### config.mk
export PLATFORM = sky130hd
export DESIGN_NAME = lane_sensor_encoder_flat
export DESIGN_NICKNAME = d
export VERILOG_FILES = /design/src/rtl/lane_sensor_encoder_if.sv /design/src/rtl/lane_sensor_encoder.sv /design/src/flat_wrapper.sv
export SDC_FILE = /design/constraint.sdc
export NUM_CORES = 1
export LEC_CHECK = 0
export CORE_ASPECT_RATIO = 1.2
export CORE_UTILIZATION = 61
export CTS_CLUSTER_SIZE = 12
export DETAILED_ROUTE_END_ITERATION = 8
export PLACE_DENSITY = 0.9
export SYNTH_ARGS = -nofsm -noshare
export SYNTH_HDL_FRONTEND = slang
export SYNTH_HIERARCHICAL = 1
export SYNTH_SLANG_ARGS = --single-unit
### constraint.sdc
create_clock -name clk -period 4.29 [get_ports clk]
set_input_delay 0.858 -clock clk [delete_from_list [all_inputs] [get_ports clk]]
set_output_delay 0.858 -clock clk [all_outputs]
set_load 0.005 [all_outputs]
### src/rtl/lane_sensor_encoder_if.sv
// lane_sensor_encoder_if
//   Bundles the detector inputs and the demand/queue outputs of the lane
//   sensor encoder. The clock and reset stay outside this bundle.
//   arr_raw[3:0]  raw arrival detectors, bit0=A .. bit3=D (asynchronous)
//   dep_raw[3:0]  raw departure detectors, same bit order
//   Sa..Sd        2-bit registered demand levels per lane
//   queue_len     registered queue counts, lane A in [QW-1:0], then B, C, D
//   master: the side that drives the detectors (testbench / pad ring)
//   slave : the encoder itself
interface lane_sensor_encoder_if #(
  parameter int QW = 5
);
  logic [3:0]      arr_raw;
  logic [3:0]      dep_raw;
  logic [1:0]      Sa;
  logic [1:0]      Sb;
  logic [1:0]      Sc;
  logic [1:0]      Sd;
  logic [4*QW-1:0] queue_len;

  modport master (
    output arr_raw, dep_raw,
    input  Sa, Sb, Sc, Sd, queue_len
  );

  modport slave (
    input  arr_raw, dep_raw,
    output Sa, Sb, Sc, Sd, queue_len
  );
endinterface

### src/rtl/lane_sensor_encoder.sv
// lane_sensor_encoder
//   Per-lane demand front end for the four-way light controller. Each raw
//   arrival/departure detector is synchronized (2 FF), debounced and turned
//   into a one-cycle rising-edge event. Events drive a saturating per-lane
//   queue count, which is quantized into a registered 2-bit demand level.
//   clk    system clock, all state on the rising edge
//   rst_n  asynchronous active-low reset, clears every flop
//   bus    lane_sensor_encoder_if.slave (arr_raw/dep_raw in, Sa..Sd and
//          queue_len out)

// ---------------------------------------------------------------------------
// lse_deb: synchronizer + debounce + rising-edge detect for one detector.
//   raw  asynchronous detector input
//   evt  one-cycle pulse on each accepted low->high transition
// ---------------------------------------------------------------------------
module lse_deb #(
  parameter int DEB_CYCLES = 4
) (
  input  logic clk,
  input  logic rst_n,
  input  logic raw,
  output logic evt
);
  localparam int CW = $clog2(DEB_CYCLES + 1);

  logic          sync1_q, sync2_q;
  logic          deb_d, deb_q;
  logic          prev_q;
  logic [CW-1:0] cnt_d, cnt_q;

  // A difference must be seen on DEB_CYCLES consecutive edges; the edge that
  // completes the run updates deb directly, so the counter only needs to
  // reach DEB_CYCLES-1. Any agreeing edge restarts the run.
  always_comb begin
    deb_d = deb_q;
    cnt_d = '0;
    if (sync2_q != deb_q) begin
      if (cnt_q == CW'(DEB_CYCLES - 1)) begin
        deb_d = sync2_q;
        cnt_d = '0;
      end else begin
        cnt_d = cnt_q + 1'b1;
      end
    end
  end

  always_ff @(posedge clk or negedge rst_n) begin
    if (!rst_n) begin
      sync1_q <= 1'b0;
      sync2_q <= 1'b0;
      deb_q   <= 1'b0;
      prev_q  <= 1'b0;
      cnt_q   <= '0;
    end else begin
      sync1_q <= raw;
      sync2_q <= sync1_q;
      deb_q   <= deb_d;
      prev_q  <= deb_q;
      cnt_q   <= cnt_d;
    end
  end

  // Held-high detectors produce a single event; falling edges produce none.
  assign evt = deb_q & ~prev_q;
endmodule

// ---------------------------------------------------------------------------
// lse_lane: one lane's arrival/departure conditioning, queue and level.
//   arr_raw/dep_raw  raw detectors for this lane
//   qlen             registered saturating queue count
//   lvl              registered demand level derived from qlen
// ---------------------------------------------------------------------------
module lse_lane #(
  parameter int QW         = 5,
  parameter int DEB_CYCLES = 4,
  parameter int TH1        = 4,
  parameter int TH2        = 10
) (
  input  logic          clk,
  input  logic          rst_n,
  input  logic          arr_raw,
  input  logic          dep_raw,
  output logic [QW-1:0] qlen,
  output logic [1:0]    lvl
);
  localparam logic [QW-1:0] QMAX = '1;

  logic          arr_evt, dep_evt;
  logic [QW-1:0] q_d, q_q;
  logic [1:0]    lvl_d, lvl_q;

  lse_deb #(.DEB_CYCLES(DEB_CYCLES)) u_arr (
    .clk   (clk),
    .rst_n (rst_n),
    .raw   (arr_raw),
    .evt   (arr_evt)
  );

  lse_deb #(.DEB_CYCLES(DEB_CYCLES)) u_dep (
    .clk   (clk),
    .rst_n (rst_n),
    .raw   (dep_raw),
    .evt   (dep_evt)
  );

  // Simultaneous arrival and departure cancel; both ends saturate.
  always_comb begin
    q_d = q_q;
    if (arr_evt && !dep_evt && (q_q != QMAX))
      q_d = q_q + 1'b1;
    else if (dep_evt && !arr_evt && (q_q != '0))
      q_d = q_q - 1'b1;
  end

  // Level follows the registered count, so it lags the count by one edge.
  always_comb begin
    if (q_q == '0)
      lvl_d = 2'd0;
    else if (q_q < QW'(TH1))
      lvl_d = 2'd1;
    else if (q_q < QW'(TH2))
      lvl_d = 2'd2;
    else
      lvl_d = 2'd3;
  end

  always_ff @(posedge clk or negedge rst_n) begin
    if (!rst_n) begin
      q_q   <= '0;
      lvl_q <= 2'd0;
    end else begin
      q_q   <= q_d;
      lvl_q <= lvl_d;
    end
  end

  assign qlen = q_q;
  assign lvl  = lvl_q;
endmodule

// ---------------------------------------------------------------------------
// lane_sensor_encoder: four independent lanes, A..D on bits 0..3.
// ---------------------------------------------------------------------------
module lane_sensor_encoder #(
  parameter int QW         = 5,
  parameter int DEB_CYCLES = 4,
  parameter int TH1        = 4,
  parameter int TH2        = 10
) (
  input  logic                  clk,
  input  logic                  rst_n,
  lane_sensor_encoder_if.slave  bus
);
  localparam int NUM_LANES = 4;

  logic [NUM_LANES-1:0][QW-1:0] qlen;
  logic [NUM_LANES-1:0][1:0]    lvl;

  // Instance array: bit/element i of each connection goes to lane i.
  lse_lane #(
    .QW         (QW),
    .DEB_CYCLES (DEB_CYCLES),
    .TH1        (TH1),
    .TH2        (TH2)
  ) u_lane [NUM_LANES-1:0] (
    .clk     (clk),
    .rst_n   (rst_n),
    .arr_raw (bus.arr_raw),
    .dep_raw (bus.dep_raw),
    .qlen    (qlen),
    .lvl     (lvl)
  );

  assign bus.Sa        = lvl[0];
  assign bus.Sb        = lvl[1];
  assign bus.Sc        = lvl[2];
  assign bus.Sd        = lvl[3];
  assign bus.queue_len = qlen;
endmodule

### src/flat_wrapper.sv
// flat-port wrapper written by rule: the top's interface ports become plain ports
module lane_sensor_encoder_flat 
#(
  parameter int QW         = 5,
  parameter int DEB_CYCLES = 4,
  parameter int TH1        = 4,
  parameter int TH2        = 10
)
  (clk, rst_n, bus_arr_raw, bus_dep_raw, bus_Sa, bus_Sb, bus_Sc, bus_Sd, bus_queue_len);
  lane_sensor_encoder_if #(.QW(QW)) bus_i ();
  input  logic clk;
  input  logic rst_n;
  input wire logic [$bits(bus_i.arr_raw)-1:0] bus_arr_raw;
  input wire logic [$bits(bus_i.dep_raw)-1:0] bus_dep_raw;
  output wire logic [$bits(bus_i.Sa)-1:0] bus_Sa;
  output wire logic [$bits(bus_i.Sb)-1:0] bus_Sb;
  output wire logic [$bits(bus_i.Sc)-1:0] bus_Sc;
  output wire logic [$bits(bus_i.Sd)-1:0] bus_Sd;
  output wire logic [$bits(bus_i.queue_len)-1:0] bus_queue_len;
  assign bus_i.arr_raw = bus_arr_raw;
  assign bus_i.dep_raw = bus_dep_raw;
  assign bus_Sa = bus_i.Sa;
  assign bus_Sb = bus_i.Sb;
  assign bus_Sc = bus_i.Sc;
  assign bus_Sd = bus_i.Sd;
  assign bus_queue_len = bus_i.queue_len;
  lane_sensor_encoder #(.QW(QW), .DEB_CYCLES(DEB_CYCLES), .TH1(TH1), .TH2(TH2)) u_core (.clk(clk), .rst_n(rst_n), .bus(bus_i));
endmodule
==> run summary <==
first-pass GRT wire length: 11,400 um
R2R depth: 7
CTS tree: built
final hold violations: 0
filler instances: 388
Setup-failing EPs final: 0
Slew @ Worst Pin: 1.001 ns
reported max-cap violation count: 0
sequential share of the synthesized area: 52.76%
crit path kind: flop to flop
CP endpoint kind: flop
Num CTS Buffers: 9
final setup skew: 0.007410 ns
crit-path max FO: 10
Buffers on Ports: 37
crit path launch type: flop
I/O pin count: 38
RSZ-0062 raised after global routing: false
Multi-input gate area: 1837 um^2
clk buf depth: 2
Routed WL per cell: 15.22 um
Final period util: 63.97%
clock-pin slew on the worst setup and hold paths: 0.08 ns
CP startpoint: u_core/u_lane[1]/u_arr/deb_q
Core Region: 6167 um^2
max-slew violations: 0
Die X: 75.77 um
Max Freq: 364.4 MHz
Cells after Synth: 304
leak pwr: 2.016 nW
initial antenna violation count: 0
Layout Area Growth over Synthesis: 16.90%
DRT Pass-1 Iters: 4
R2R Path Start: u_core/u_lane[1]/u_arr/deb_q
Starting Density: 64.60%
DRC: 0
worst slack, placed: 1.689 ns
drt total wl: 6621 um
Post-CTS Hold Fix Bufs: 0
largest net degree at the start of global routing: 85
r2r setup slk: 1.55 ns
Die Area: 6859 um^2
Die Y: 90.53 um
clk_lat worst skew: 0.34 ns
reg2reg end: u_core/u_lane[1]/qlen[4]
GRT Resource Usage Total: 21.77%
FF+latch area: 2102 um^2
Final #Nets: 382
Async SR Flop Fraction: 100.0%
root buffer cell: clkbuf_8
number of global-route vias before repair: 2,589
GPL Wtd Cong: 0.8690
yosys warns: 6
post-CTS setup buffer count: 0
Final WS setup: 1.546 ns
number of antenna cells inserted: 0
crit path DAT: 3.01 ns
Cell Pwr Density: 842.5 nW/um^2
Slew HR: 33.26%
Mapped Area: 3984 um^2
share of layout cells above drive strength 1: 16.71%
H-tree depth: 3
crit path capture: u_core/u_lane[1]/qlen[4]
ANT nets after route: 0
number of synthesized register bits: 84
Data required, critical path: 4.55 ns
DR vias/cell: 5.922
iteration-0 DRC count of the detailed router: 118
post-DP HPWL: 4440 um
status: completed
VDD IR max: 0.5077 mV
clock sinks: 84
cts repair resizes: 0
setup TNS: 0 ns
Mean Syn Cell Area: 13.10 um^2
num rows: 31
grt ovf: 0
Period minus WS final: 2.744 ns
routed vias: 2,576
Syn Nets: 338
post-synth cell types: 35
number of enable flip-flop cells after synthesis: 0
HP Class: flop to flop
Main synth FF type: dfrtp_1
-- flip-flops by register name (all words and copies together), names as in the netlist --
signal / cells
u_core/u_lane/qlen: 20
u_core/u_lane/u_arr/cnt_q: 12
u_core/u_lane/u_dep/cnt_q: 12
u_core/u_lane/lvl: 8
u_core/u_lane/u_arr/deb_q: 4
u_core/u_lane/u_arr/prev_q: 4
u_core/u_lane/u_arr/sync1_q: 4
u_core/u_lane/u_arr/sync2_q: 4
u_core/u_lane/u_dep/deb_q: 4
u_core/u_lane/u_dep/prev_q: 4
u_core/u_lane/u_dep/sync1_q: 4
u_core/u_lane/u_dep/sync2_q: 4
-- cells by family (layout without fill, tap and decap cells) --
logic type	Yosys count	after routing	synth area share [%]
DFF	84	84	52.76
and+or+nand+nor	76	76	15.08
AOI/OAI and AO/OA	68	68	13.07
adders and majority gates	24	24	8.292
xor gates and xnor gates	20	20	4.397
muxes	20	20	5.277
buffers and inverters	12	61	1.131
-- power by group --
part | leakage (nW) | switching [mW] | internal [mW]
Clock | 0.107 | 0.266 | 0.344
Sequential | 1.01 | 0.318 | 1.07
Combinational | 0.897 | 0.919 | 1.00
Total | 2.02 | 1.50 | 2.42
-- critical path: stages, from the launching register on --
cell	delay (ns)
dfrtp_1	0.40
nor2b_1	0.57
nand2_1	0.27
fa_1	0.47
and3_1	0.22
or3_1	0.36
o22ai_1	0.21
xor2_1	0.17
-- layout make-up --
cell class / instances / area share, %
Timing Repair Buffer: 37 / 7.899
Clock buffer: 12 / 3.117
Inverter: 8 / 0.6448
Tap cell: 82 / 2.203
Clock inverter: 4 / 1.558
Multi-Input combinational cell: 208 / 39.44
Sequential cell: 84 / 45.14
-- cells in the mapped netlist, types with 8 or more instances --
library cell | count | share of area (%)
nor3b_1 | 8 | 1.5
nor2b_1 | 8 | 1.3
nor3b_2 | 8 | 2.5
a21oi_1 | 8 | 1.0
ha_1 | 20 | 6.3
o221ai_1 | 8 | 1.8
xor2_1 | 12 | 2.6
xnor2_1 | 8 | 1.8
nor2b_4 | 8 | 2.8
o21ai_1 | 8 | 1.0
dfrtp_1 | 84 | 53
inv_1 | 8 | 0.75
nor3_1 | 12 | 1.5
o21ai_0 | 8 | 1.0
mux2_2 | 8 | 2.3
mux2i_1 | 12 | 3.0
-- per-layer routing --
layer  wire (um)  track usage [%]  share of wire (%)
met1        2960            28.43                 45
met2        3366            33.78                 51
met3         206            6.808                3.1
met4          87            7.870                1.3
met5           0                0                  0
-- worst min path at each step --
stage	cells after the start	to	slack, ns	from
floorplan	0	u_core/u_lane[0]/u_arr/sync2_q	0.33	u_core/u_lane[0]/u_arr/sync1_q
global placement	0	u_core/u_lane[2]/u_arr/sync2_q	0.33	u_core/u_lane[2]/u_arr/sync1_q
detailed placement	0	u_core/u_lane[0]/u_arr/sync2_q	0.33	u_core/u_lane[0]/u_arr/sync1_q
CTS	0	u_core/u_lane[0]/u_arr/sync2_q	0.35	u_core/u_lane[0]/u_arr/sync1_q
global route	0	u_core/u_lane[0]/u_arr/sync2_q	0.37	u_core/u_lane[0]/u_arr/sync1_q
finish	0	u_core/u_lane[0]/u_arr/sync2_q	0.35	u_core/u_lane[0]/u_arr/sync1_q
-- layout by cell type (no fill, tap or decap), drive strengths merged, types with 12 or more instances in the layout --
| cell type | synthesis | final |
|---|---|---|
| clkbuf | 4 | 12 |
| clkdlybuf4s50 | 0 | 36 |
| dfrtp | 84 | 84 |
| ha | 20 | 20 |
| mux2i | 12 | 12 |
| nor2b | 16 | 16 |
| nor3 | 12 | 12 |
| nor3b | 16 | 16 |
| o21ai | 16 | 16 |
| xor2 | 12 | 12 |
-- metrics by stage --
stage                     std cells  instance area [um^2]  hold WS [ns]  util, %  power (mW)
after CTS                       435                  4657        0.3538    75.51       3.932
after floorplan                 304                  3984        0.3312        -       2.696
after detailed placement        419                  4439        0.3347    71.98       3.290
after global placement          419                  4439        0.3321    71.98       3.171
after global routing            435                  4657        0.3706    75.51       4.236
final                           435                  4657        0.3532    75.51       3.924
Note: power is estimated with default switching activity, not from simulation.
